===== src/rtl/usb1bd_reg_arb.sv =====
// Two-master arbiter for the USB1 device register port: one framed cs/ack
// access at a time, round-robin or fixed priority, with an ack timeout.
module usb1bd_reg_arb #(
   parameter int unsigned TO_CYCLES = 15,
   parameter bit          FIXED_PRI = 1'b0
) (
   input  logic        mclk,
   input  logic        reset_n,
   input  logic        m0_cs,
   input  logic        m0_wr,
   input  logic [3:0]  m0_addr,
   input  logic [31:0] m0_wdata,
   input  logic [3:0]  m0_be,
   output logic [31:0] m0_rdata,
   output logic        m0_ack,
   output logic        m0_err,
   input  logic        m1_cs,
   input  logic        m1_wr,
   input  logic [3:0]  m1_addr,
   input  logic [31:0] m1_wdata,
   input  logic [3:0]  m1_be,
   output logic [31:0] m1_rdata,
   output logic        m1_ack,
   output logic        m1_err,
   output logic        reg_cs,
   output logic        reg_wr,
   output logic [3:0]  reg_addr,
   output logic [31:0] reg_wdata,
   output logic [3:0]  reg_be,
   input  logic [31:0] reg_rdata,
   input  logic        reg_ack,
   output logic        arb_busy,
   output logic        arb_gnt
);

   typedef enum logic [1:0] {IDLE = 2'd0, REQ = 2'd1, DONE = 2'd2} state_t;

   localparam logic [7:0] TO_LAST = 8'(TO_CYCLES - 1);

   state_t     state_q;
   logic [7:0] cnt_q;
   logic       last_gnt_q;
   logic       win_d;

   // On a tie, round-robin favours whoever was not served by the last acked access.
   always_comb begin
      win_d = 1'b0;
      if (m0_cs && m1_cs) begin
         win_d = FIXED_PRI ? 1'b0 : ~last_gnt_q;
      end else if (m1_cs) begin
         win_d = 1'b1;
      end
   end

   always_ff @(posedge mclk or negedge reset_n) begin
      if (!reset_n) begin
         state_q    <= IDLE;
         cnt_q      <= '0;
         last_gnt_q <= 1'b1;
         reg_cs     <= 1'b0;
         reg_wr     <= 1'b0;
         reg_addr   <= '0;
         reg_wdata  <= '0;
         reg_be     <= '0;
         m0_rdata   <= '0;
         m1_rdata   <= '0;
         m0_ack     <= 1'b0;
         m1_ack     <= 1'b0;
         m0_err     <= 1'b0;
         m1_err     <= 1'b0;
         arb_busy   <= 1'b0;
         arb_gnt    <= 1'b0;
      end else begin
         m0_ack <= 1'b0;
         m1_ack <= 1'b0;
         m0_err <= 1'b0;
         m1_err <= 1'b0;
         case (state_q)
            IDLE: begin
               if (m0_cs || m1_cs) begin
                  arb_gnt   <= win_d;
                  reg_cs    <= 1'b1;
                  reg_wr    <= win_d ? m1_wr    : m0_wr;
                  reg_addr  <= win_d ? m1_addr  : m0_addr;
                  reg_wdata <= win_d ? m1_wdata : m0_wdata;
                  reg_be    <= win_d ? m1_be    : m0_be;
                  cnt_q     <= '0;
                  arb_busy  <= 1'b1;
                  state_q   <= REQ;
               end
            end
            REQ: begin
               // Ack is checked first so it beats a timeout landing in the same cycle.
               if (reg_ack) begin
                  reg_cs     <= 1'b0;
                  last_gnt_q <= arb_gnt;
                  state_q    <= DONE;
                  if (arb_gnt) begin
                     m1_ack <= 1'b1;
                     if (!reg_wr) m1_rdata <= reg_rdata;
                  end else begin
                     m0_ack <= 1'b1;
                     if (!reg_wr) m0_rdata <= reg_rdata;
                  end
               end else if (cnt_q == TO_LAST) begin
                  reg_cs  <= 1'b0;
                  state_q <= DONE;
                  if (arb_gnt) begin
                     m1_ack   <= 1'b1;
                     m1_err   <= 1'b1;
                     m1_rdata <= '0;
                  end else begin
                     m0_ack   <= 1'b1;
                     m0_err   <= 1'b1;
                     m0_rdata <= '0;
                  end
               end else if (cnt_q != 8'hFF) begin
                  cnt_q <= cnt_q + 8'd1;
               end
            end
            DONE: begin
               arb_busy <= 1'b0;
               state_q  <= IDLE;
            end
            default: begin
               reg_cs   <= 1'b0;
               arb_busy <= 1'b0;
               state_q  <= IDLE;
            end
         endcase
      end
   end

endmodule

===== config.mk =====
export PLATFORM = sky130hd
export DESIGN_NAME = usb1bd_reg_arb
export DESIGN_NICKNAME = d
export VERILOG_FILES = /design/src/rtl/usb1bd_reg_arb.sv
export SDC_FILE = /design/constraint.sdc
export NUM_CORES = 1
export LEC_CHECK = 0
export CAP_MARGIN = 20
export CORE_AREA = 2 2 97 137
export CTS_CLUSTER_DIAMETER = 80
export DETAILED_ROUTE_END_ITERATION = 8
export DIE_AREA = 0 0 99 139
export HOLD_SLACK_MARGIN = 0.15
export PLACE_DENSITY = 0.79
export SLEW_MARGIN = 20
export SYNTH_ARGS = -nofsm -noshare
export SYNTH_HDL_FRONTEND = slang
export SYNTH_SLANG_ARGS = --single-unit

===== constraint.sdc =====
create_clock -name mclk -period 2.32 [get_ports mclk]
set_clock_uncertainty 0.1 [all_clocks]
set_input_delay 0.464 -clock mclk [delete_from_list [all_inputs] [get_ports mclk]]
set_output_delay 0.464 -clock mclk [all_outputs]
set_load 0.1 [all_outputs]

# Word-level counts from Yosys, hierarchy flattened
# Index checks and enable logic that the tools add are counted.
[totals]
elab_cells = 85
reg_bits = 123
in_bits = 119
out_inout_bits = 112
[classes]
mux = 41
n_addsub = 1
n_eq_ne = 10
n_reduce_logical = 13
bitwise_logic = 4
[ops]
columns = ["operator", "n"]
rows = [
  ["2-to-1 mux 32 bit", 10],
  ["2-to-1 mux 8 bit", 4],
  ["2-to-1 mux 1 bit", 18],
  ["one-hot mux 8 bit (2 select lines)", 1],
  ["!= test 2 bit, second input constant", 5],
  ["adder 8 x 1 -> 8 bit, second input constant", 1],
  ["== test 8 x 4 -> 1 bit, second input constant", 1],
  ["2-to-1 mux 4 bit", 2],
  ["!= test 8 bit, second input constant", 1],
  ["AND reduction 2 bit", 4],
  ["AND reduction 4 bit", 2],
  ["2-to-1 mux 2 bit", 3],
  ["AND reduction 5 bit", 1],
  ["inverter 1 bit", 4],
  ["one-hot mux 2 bit (2 select lines)", 1],
  ["nonzero test 2 bit", 2],
  ["!= test 3 bit, second input constant", 1],
  ["one-hot mux 1 bit (3 select lines)", 1],
  ["AND reduction 3 bit", 1],
  ["== test 2 x 1 -> 1 bit, second input constant", 1],
  ["== test 2 bit, second input constant", 1],
  ["logical NOT 2 bit", 1],
  ["one-hot mux 1 bit (2 select lines)", 1],
  ["logical AND 1 bit", 1],
  ["logical OR 1 bit", 1],
]

# Logic depth before layout (Yosys ltp)
# Gate-level depths: netlist of run 1.
[logic_depth]
word_depth = 5
ltp_mapped = 7
depth_no_buf = 6

# Worst setup path after synthesis of run 1
# No wires, ideal clock.
[synth_timing]
kind = "register -> register"
startpoint = "register arb_gnt"
endpoint = "register m1_rdata[10]"
n_path_buf = 2
slack_ps = 321
synth_period_minus_slack_ps = 1999
setup_time_ps = 123
t_required_ps = 2097
path_stages_with_launch = 6
t_arrival_ps = 1776
path_cell_list = "dfrtp_1 and2_1 buf_2 o21ai_2 buf_6 a32o_1"
[synth_via]
elab_chain_len = 1
[synth_rtl]
columns = ["element", "line", "rtl"]
rows = [
  ["start, declared", "33", "output logic arb_gnt"],
  ["start signal, assigned", "81", "arb_gnt <= win_d;"],
  ["AND reduction 4 bit (no source line)", "--", ""],
  ["end signal, assigned", "100", "if (!reg_wr) m1_rdata <= reg_rdata;"],
  ["end, declared", "22", "output logic [31:0] m1_rdata,"],
]
# No other way between the ends.
# A chain may end at the register's enable or synchronous reset.

# Final worst setup path of run 1
[layout_timing]
startpoint = "register cnt_q[0]"
endpoint = "register m1_rdata[28]"
[layout_via]
elab_chain_len = 3
[layout_rtl]
columns = ["element", "line", "rtl"]
rows = [
  ["start, declared", "41", "logic [7:0] cnt_q;"],
  ["start signal, assigned", "118", "cnt_q <= cnt_q + 8'd1;"],
  ["== test 8 x 4 -> 1 bit", "105", "end else if (cnt_q == TO_LAST) begin"],
  ["nonzero test 2 bit (no source line)", "--", ""],
  ["AND reduction 4 bit (no source line)", "--", ""],
]
# No other way between the ends.

==> qor.csv, run 1 <==
metric;value;unit
fillers;957;
total CTS buffers;17;
ys flop type;dfrtp_1;
Async S/R FF share, synth;1.00;
Die H;139;um
endpoint class of the critical path;flop;
H-tree depth;4;
count of final setup violators;0;
total gr overflow;0;
Setup Buffers After CTS;0;
Total Wirelength;14.3;mm
WL/cell;17.5;um
post-route setup TNS;0;ns
Synth top area share;0.588;
Setup CP Type;reg -> reg;
CTS Buffer Depth;2;
chip width;99;um
GR Util All Layers;0.207;
period utilization;0.885;
vias per cell;5.49;
post-synthesis cell type count;44;
largest net degree at the start of global routing;70;
initial DRC count;187;
Max Cap Viol;0;
Mapped Nets;544;
Critical Path Source Type;flop;
Post-CTS Resized;0;
critical path arrival;2.25;ns
RD Place Congestion;0.767;
fin crit period;2.05;ns
actual slew at the worst max-slew pin;0.567;ns
Avg Cell Area, Syn;12.3;um^2
cell count after synthesis;423;
Area Growth Syn to Fin;56.8;%
CORE AREA;0.0126;mm^2
Vias;4493;
layout cells sized above 1;0.261;
DRC;0;
Final ANT Viol Nets;0;
clk sinks;123;
crit-path max FO;32;
Rows;49;
EDFF count, synth;0;
Ports;231;
CTS Hold Buffers Added;1;
Synth area leaders;dfrtp_1, a32o_1, mux2i_1;
initial antenna violation count;0;
area leader, netlist;dfrtp_1;
synthesized cell area;0.00519;mm^2
TritonCTS clock tree;done;
final net count;774;
# port buffers;230;
first-pass GRT wire length;23.0;mm
run status;finished, final reports clean;
vias in the first global route;4600;
Worst-path clk slew;0.06;ns
dpl hpwl;10.2;mm
Root Buffer;clkbuf_16;
clk_lat worst skew;0.41;ns
DRT Pass-1 Iters;4;
post-synthesis sequential area ratio;0.593;
Max-slew headroom;0.622;
Starting Density;0.413;
RSZ-0062 raised after global routing;no;
synthesized flop and latch total;123;
max-slew violation count;0;
Fmax achieved;487;MHz
Req. time, crit path;2.51;ns
Ys Warns;0;
Hold Path Class;reg -> reg;
endpoints failing hold;0;
die area;0.0138;mm^2
diode count;0;
registers in the layout, indices dropped and copies added (netlist names):
name and cells:
state_q 2, reg_cs 1, m1_rdata 32, reg_wr 1, cnt_q 8, m0_rdata 32, m1_ack 1, arb_gnt 1
last_gnt_q 1, reg_be 4, reg_wdata 32, reg_addr 4, m1_err 1, m0_ack 1, arb_busy 1, m0_err 1
stage by stage:
| step | hold WS, ns | area, um^2 | utilization | setup slack (ns) | instances |
|---|---|---|---|---|---|
| 6_report | 0.387 | 8140 | 0.648 | 0.268 | 819 |
| 5_1_grt | 0.400 | 8140 | 0.648 | 0.185 | 819 |
| 4_1_cts | 0.390 | 8140 | 0.648 | 0.271 | 819 |
| 3_5_place_dp | 0.377 | 7450 | 0.592 | 0.166 | 786 |
| 3_3_place_gp | 0.364 | 7450 | 0.592 | 0.195 | 786 |
| 2_1_floorplan | 0.0684 | 5190 | - | 0.321 | 423 |
per-layer routing:
| layer | vias up | global-route usage | part of all wire |
|---|---|---|---|
| li1 | 2061 | - | - |
| met3 | 23 | 0.0519 | 0.084 |
| met2 | 228 | 0.360 | 0.51 |
| met4 | 0 | 0.0750 | 0.015 |
| met1 | 2181 | 0.248 | 0.39 |
| met5 | - | 0 | 0 |
Yosys cell counts (4+ instances only):
master and instances:
dfrtp_1 122, a32o_1 64, nand2_1 49, o21ai_0 45
mux2i_1 42, clkbuf_1 16, buf_2 14, buf_6 6
nor2_1 6, and3_1 5, a21oi_1 4, nand3_1 4
nor3_1 4
final timing paths:
kind | startpoint | endpoint | slack (ns) | cells after the start
min in group asynchronous | reset_n | m1_rdata[14] | 0.51 | 2
min reg2reg | reg_wdata[23] | reg_wdata[23] | 0.39 | 2
max in group asynchronous | reset_n | reg_wdata[28] | 1.00 | 3
min | reg_wdata[23] | reg_wdata[23] | 0.39 | 2
max reg2reg | cnt_q[0] | m1_rdata[28] | 0.27 | 7
max | cnt_q[0] | m1_rdata[28] | 0.27 | 7
worst max-delay path, cell delays in order, from the launching register on:
cell,delay [ns]
dfrtp_1,0.43
inv_1,0.09
ha_1,0.15
or3b_4,0.40
nor3_4,0.24
o21ai_2,0.11
buf_12,0.17
a32o_1,0.22
cells by family after synthesis:
logic type                 count (synthesis)  synth area share
DFF                                      123             0.593
muxes                                     43            0.0831
and+or+nand+nor                           85            0.0800
AOI/OAI and AO/OA                        131             0.198
buffers and inverters                     39            0.0410
adders and majority gates                  2           0.00482
final cells by class:
| class | count | area, um^2 | area share |
|---|---|---|---|
| clock buffers | 17 | 425 | 0.0523 |
| clock inverters | 15 | 259 | 0.0318 |
| inverters | 2 | 7.51 | 0.000922 |
| multi-input cells | 261 | 1930 | 0.237 |
| flip-flops and latches | 123 | 3080 | 0.378 |
| well taps | 153 | 191 | 0.0235 |
| repair buffers | 248 | 2240 | 0.276 |
cell usage in the layout (no fill, tap or decap), types with 2 or more instances in the layout:
| cell type | count |
|---|---|
| a21oi_1 | 4 |
| a31o_2 | 2 |
| a32o_1 | 64 |
| and2_1 | 2 |
| and3_1 | 5 |
| buf_12 | 7 |
| buf_4 | 123 |
| bufinv_16 | 6 |
| clkbuf_16 | 17 |
| clkdlybuf4s50_1 | 117 |
| clkinv_4 | 4 |
| dfrtp_1 | 122 |
| ha_1 | 2 |
| inv_1 | 2 |
| inv_6 | 5 |
| mux2i_1 | 42 |
| nand2_1 | 49 |
| nand2b_1 | 2 |
| nand3_1 | 4 |
| nor2_1 | 5 |
| nor3_1 | 4 |
| o211ai_1 | 2 |
| o21a_1 | 2 |
| o21ai_0 | 45 |
| o21ai_2 | 2 |
| o31ai_1 | 2 |
Power of run 1 is left out: the tool's default activity adds up to more than one toggle a clock period on the data nets, which glitch-free logic cannot reach.
==> run 2, diff against run 1 <==
--- a/config.mk
+++ b/config.mk
@@ -12,4 +12,5 @@
 export DIE_AREA = 0 0 99 139
 export HOLD_SLACK_MARGIN = 0.15
+export MAX_ROUTING_LAYER = met4
 export PLACE_DENSITY = 0.79
 export SLEW_MARGIN = 20
==> constraint.sdc (replaced) <==
create_clock -name mclk -period 2.32 [get_ports mclk]
set_clock_uncertainty 0.1 [all_clocks]
set_input_delay 0.232 -clock mclk [delete_from_list [all_inputs] [get_ports mclk]]
set_output_delay 0.232 -clock mclk [all_outputs]
set_load 0.1 [all_outputs]
==> qor.csv, run 2 (same netlist as run 1, synthesis figures left out) <==
metric;value;unit;change
final instance area;0.00797;mm^2;-2.2%
uppermost routed layer;met4;;
Place WS;0.254;ns;+0.0881 ns
Worst-path clk slew;0.06;ns;about the same
Req. time, crit path;2.51;ns;about the same
most frequent cells in the layout;dfrtp_1, buf_4, clkdlybuf4s50_1;;
Area Growth Syn to Fin;53.4;%;
CTS Buffer Depth;2;;unchanged
DRT met1 WL;5.44;mm;-2.5%
RSZ-0062 raised after global routing;no;;
Post-CTS Resized;0;;unchanged
chip width;99;um;unchanged
final net count;768;;-0.78%
vias in the first global route;4458;;-3.1%
# port buffers;230;;unchanged
Max-slew headroom;0.558;;-0.0645
first-pass GRT wire length;22.0;mm;-4.1%
RD Place Congestion;0.805;;+4.9%
Setup CP Type;reg -> reg;;
Critical Path Source Type;flop;;
actual slew at the worst max-slew pin;0.663;ns;+0.0968 ns
metal3 WL;1.20;mm;-0.75%
Die H;139;um;unchanged
dpl cell area;0.00736;mm^2;-1.1%
fin crit period;2.08;ns;+0.0310 ns
DRT Pass-1 Iters;4;;unchanged
Total Wirelength;13.6;mm;-4.7%
Fmax achieved;480;MHz;-1.5%
Starting Density;0.413;;unchanged
count of final setup violators;0;;unchanged
Hold Path Class;in -> async;;
Max Cap Viol;0;;unchanged
H-tree depth;4;;unchanged
Vias;4473;;-0.45%
endpoint class of the critical path;flop;;
total gr overflow;0;;unchanged
met2 WL;6.80;mm;-6.9%
run status;finished, final reports clean;;
crit-path max FO;32;;unchanged
GR Util All Layers;0.203;;-0.00491
post-route setup TNS;0;ns;unchanged
clk sinks;123;;unchanged
CTS Hold Buffers Added;1;;unchanged
Worst Hold Slack;0.335;ns;-0.0521 ns
initial DRC count;210;;+12%
Setup Buffers After CTS;0;;unchanged
Root Buffer;clkbuf_16;;
commonest non-fill, non-tap cell in the layout;dfrtp_1;;
die area;0.0138;mm^2;unchanged
DRC;0;;unchanged
critical path arrival;2.27;ns;+0.02 ns
initial antenna violation count;0;;unchanged
CORE AREA;0.0126;mm^2;unchanged
WL/cell;16.8;um;-4.0%
period utilization;0.898;;+0.0134
Ports;231;;unchanged
dpl hpwl;9.60;mm;-6.2%
vias per cell;5.50;;+0.29%
register area;0.00308;mm^2;unchanged
max-slew violation count;0;;unchanged
Rows;49;;unchanged
Final ANT Viol Nets;0;;unchanged
post-route worst setup slack;0.237;ns;-0.0310 ns
TritonCTS clock tree;done;;
largest net degree at the start of global routing;124;;+77%
diode count;0;;unchanged
top flop regs;m0_rdata x32, m1_rdata x32, reg_wdata x32;;
clk_lat worst skew;0.40;ns;about the same
layout cells sized above 1;0.255;;-0.00672
endpoints failing hold;0;;unchanged
total CTS buffers;17;;unchanged
fillers;996;;+4.1%
multi-input logic area;0.00193;mm^2;unchanged
## run 2: cell count changes in the layout (fill, tap and decap cells not counted), sizes merged
| cell | delta |
|---|---|
| buf | -6 |
| bufinv | -4 |
| clkinv | +3 |
| clkinvlp | +2 |
| inv | -1 |
## run 2: area by class of cell
cell class	count	share of cell area
Sequential cell	123	0.387
Tap cell	153	0.0240
Clock buffer	17	0.0534
Multi-Input combinational cell	261	0.243
Inverter	2	0.000943
Clock inverter	15	0.0209
Timing Repair Buffer	242	0.271
## run 2: final timing paths
kind	to	slack [ns]	startpoint	cells past startpoint
min in group mclk	reg_wdata[30]	0.35	m0_wdata[30]	3
max in group asynchronous	reg_wdata[1]	1.26	reset_n	3
setup / recovery	m0_rdata[22]	0.24	cnt_q[0]	7
hold / removal	m0_rdata[15]	0.34	reset_n	3
hold reg to reg	reg_be[3]	0.38	reg_be[3]	2
setup reg to reg	m0_rdata[22]	0.24	cnt_q[0]	7
## run 2: routing by layer
metal,GRT usage,up-vias
li1,-,2053
met1,0.247,2165
met2,0.326,239
met3,0.0549,16
met4,0.0663,0
met5,-,-
## run 2: worst max-delay path: stages, from the launching register on
cell	delay, ns
dfrtp_1	0.43
inv_1	0.08
ha_1	0.14
or3b_4	0.39
nor3_4	0.22
o21ai_2	0.08
buf_4	0.24
a32o_1	0.26
## run 2: stage by stage
step                      utilization  instances
after global routing            0.634        813
after CTS                       0.634        813
after floorplan                     -        423
after global placement          0.586        780
after detailed placement        0.586        780
final                           0.634        813
Power of run 2 is left out for the same reason.
==> run 3, diff against run 2 <==
==> constraint.sdc (replaced) <==
create_clock -name mclk -period 2.32 [get_ports mclk]
set_clock_uncertainty 0.1 [all_clocks]
set_input_delay 0.58 -clock mclk [delete_from_list [all_inputs] [get_ports mclk]]
set_output_delay 0.58 -clock mclk [all_outputs]
set_load 0.1 [all_outputs]
==> qor.csv, run 3 (same netlist as run 1, synthesis figures left out) <==
metric;value;unit;change
Vias;4528;;+1.2%
endpoints failing hold;0;;unchanged
clk sinks;123;;unchanged
fin crit period;2.04;ns;-0.0433 ns
Area Growth Syn to Fin;55.6;%;
Setup CP Type;reg -> reg;;
top flop regs;m0_rdata x32, m1_rdata x32, reg_wdata x32;;
crit-path max FO;32;;unchanged
dpl hpwl;10.3;mm;+7.0%
Post-Layout Cell Count;819;;+0.74%
GR Util All Layers;0.215;;+0.0120
Root Buffer;clkbuf_16;;
chip width;99;um;unchanged
total gr overflow;0;;unchanged
GR peak layer;met2;;
max-slew violation count;0;;unchanged
Setup Buffers After CTS;0;;unchanged
first-pass GRT wire length;23.2;mm;+5.1%
# port buffers;230;;unchanged
Ports;231;;unchanged
largest net degree at the start of global routing;84;;-32%
Max-slew headroom;0.615;;+0.0571
final net count;774;;+0.78%
WL/cell;17.5;um;+4.5%
met2 Use GR;0.349;;+0.0231
fillers;975;;-2.1%
Cells after DPL;786;;+0.77%
Die H;139;um;unchanged
Worst Hold Slack;0.382;ns;+0.0465 ns
clk_lat worst skew;0.41;ns;about the same
Hold Path Class;reg -> reg;;
H-tree depth;4;;unchanged
vias per cell;5.53;;+0.49%
most frequent cells in the layout;dfrtp_1, buf_4, clkdlybuf4s50_1;;
run status;finished, final reports clean;;
diode count;0;;unchanged
vias in the first global route;4690;;+5.2%
total CTS buffers;17;;unchanged
Starting Density;0.413;;unchanged
Fmax achieved;490;MHz;+2.1%
post-route setup TNS;0;ns;unchanged
Final ANT Viol Nets;0;;unchanged
period utilization;0.879;;-0.0186
met1 Use GR;0.258;;+0.0106
Worst-path clk slew;0.06;ns;about the same
CTS Buffer Depth;2;;unchanged
die area;0.0138;mm^2;unchanged
TritonCTS clock tree;done;;
Total Wirelength;14.4;mm;+5.3%
met3 usage;0.0433;;-0.0116
DRC;0;;unchanged
CORE AREA;0.0126;mm^2;unchanged
critical path arrival;2.23;ns;-0.04 ns
RD Place Congestion;0.790;;-1.9%
initial antenna violation count;0;;unchanged
RSZ-0062 raised after global routing;no;;
Critical Path Source Type;flop;;
count of final setup violators;0;;unchanged
endpoint class of the critical path;flop;;
Max Cap Viol;0;;unchanged
DRT Pass-1 Iters;4;;unchanged
layout cells sized above 1;0.261;;+0.00672
Req. time, crit path;2.51;ns;about the same
actual slew at the worst max-slew pin;0.573;ns;-0.0901 ns
initial DRC count;224;;+6.7%
Rows;49;;unchanged
[run 3: cell type report]
type	instances	area [um^2]	share of cell area
Multi-Input combinational cell	261	1930	0.239
Clock buffer	17	425	0.0526
Tap cell	153	191	0.0237
Timing Repair Buffer	248	2260	0.279
Sequential cell	123	3080	0.381
Inverter	2	7.51	0.000929
Clock inverter	15	186	0.0231
[run 3: final timing paths]
| path | from | to | slack [ns] | depth (start not counted) |
|---|---|---|---|---|
| min in group asynchronous | reset_n | m0_rdata[14] | 0.53 | 2 |
| worst min register to register | reg_wdata[5] | reg_wdata[5] | 0.38 | 2 |
| worst max register to register | cnt_q[0] | m1_rdata[28] | 0.28 | 7 |
| max in group asynchronous | reset_n | m0_rdata[2] | 0.92 | 3 |
| worst min-delay path | reg_wdata[5] | reg_wdata[5] | 0.38 | 2 |
| worst max-delay path | cnt_q[0] | m1_rdata[28] | 0.28 | 7 |
[run 3: metrics by stage]
stage / utilization / area [um^2] / setup slack, ns
CTS: 0.643 / 8080 / 0.277
global placement: 0.593 / 7460 / 0.0878
global route: 0.643 / 8080 / 0.157
detailed placement: 0.593 / 7460 / 0.0604
finish: 0.643 / 8080 / 0.280
floorplan: - / 5190 / 0.321
[run 3: per-layer routing]
layer,part of all wire,wire [um]
met5,0,0
met4,0.023,329
met3,0.077,1110
met2,0.50,7190
met1,0.40,5730
[run 3: critical path, cell delays in order (launching register included)]
cell and delay [ns]:
dfrtp_1 0.43, inv_1 0.08, ha_1 0.14, or3b_4 0.40, nor3_4 0.24, o21ai_2 0.12
buf_12 0.18, a32o_1 0.22
[run 3: timing repair]
| action | 4_1_cts | 5_1_grt |
|---|---|---|
| endpoints found under the hold margin | 24 | 0 |
| hold buffers | 1 | 0 |
| gates resized for setup | 0 | 0 |
Power of run 3 is left out for the same reason.
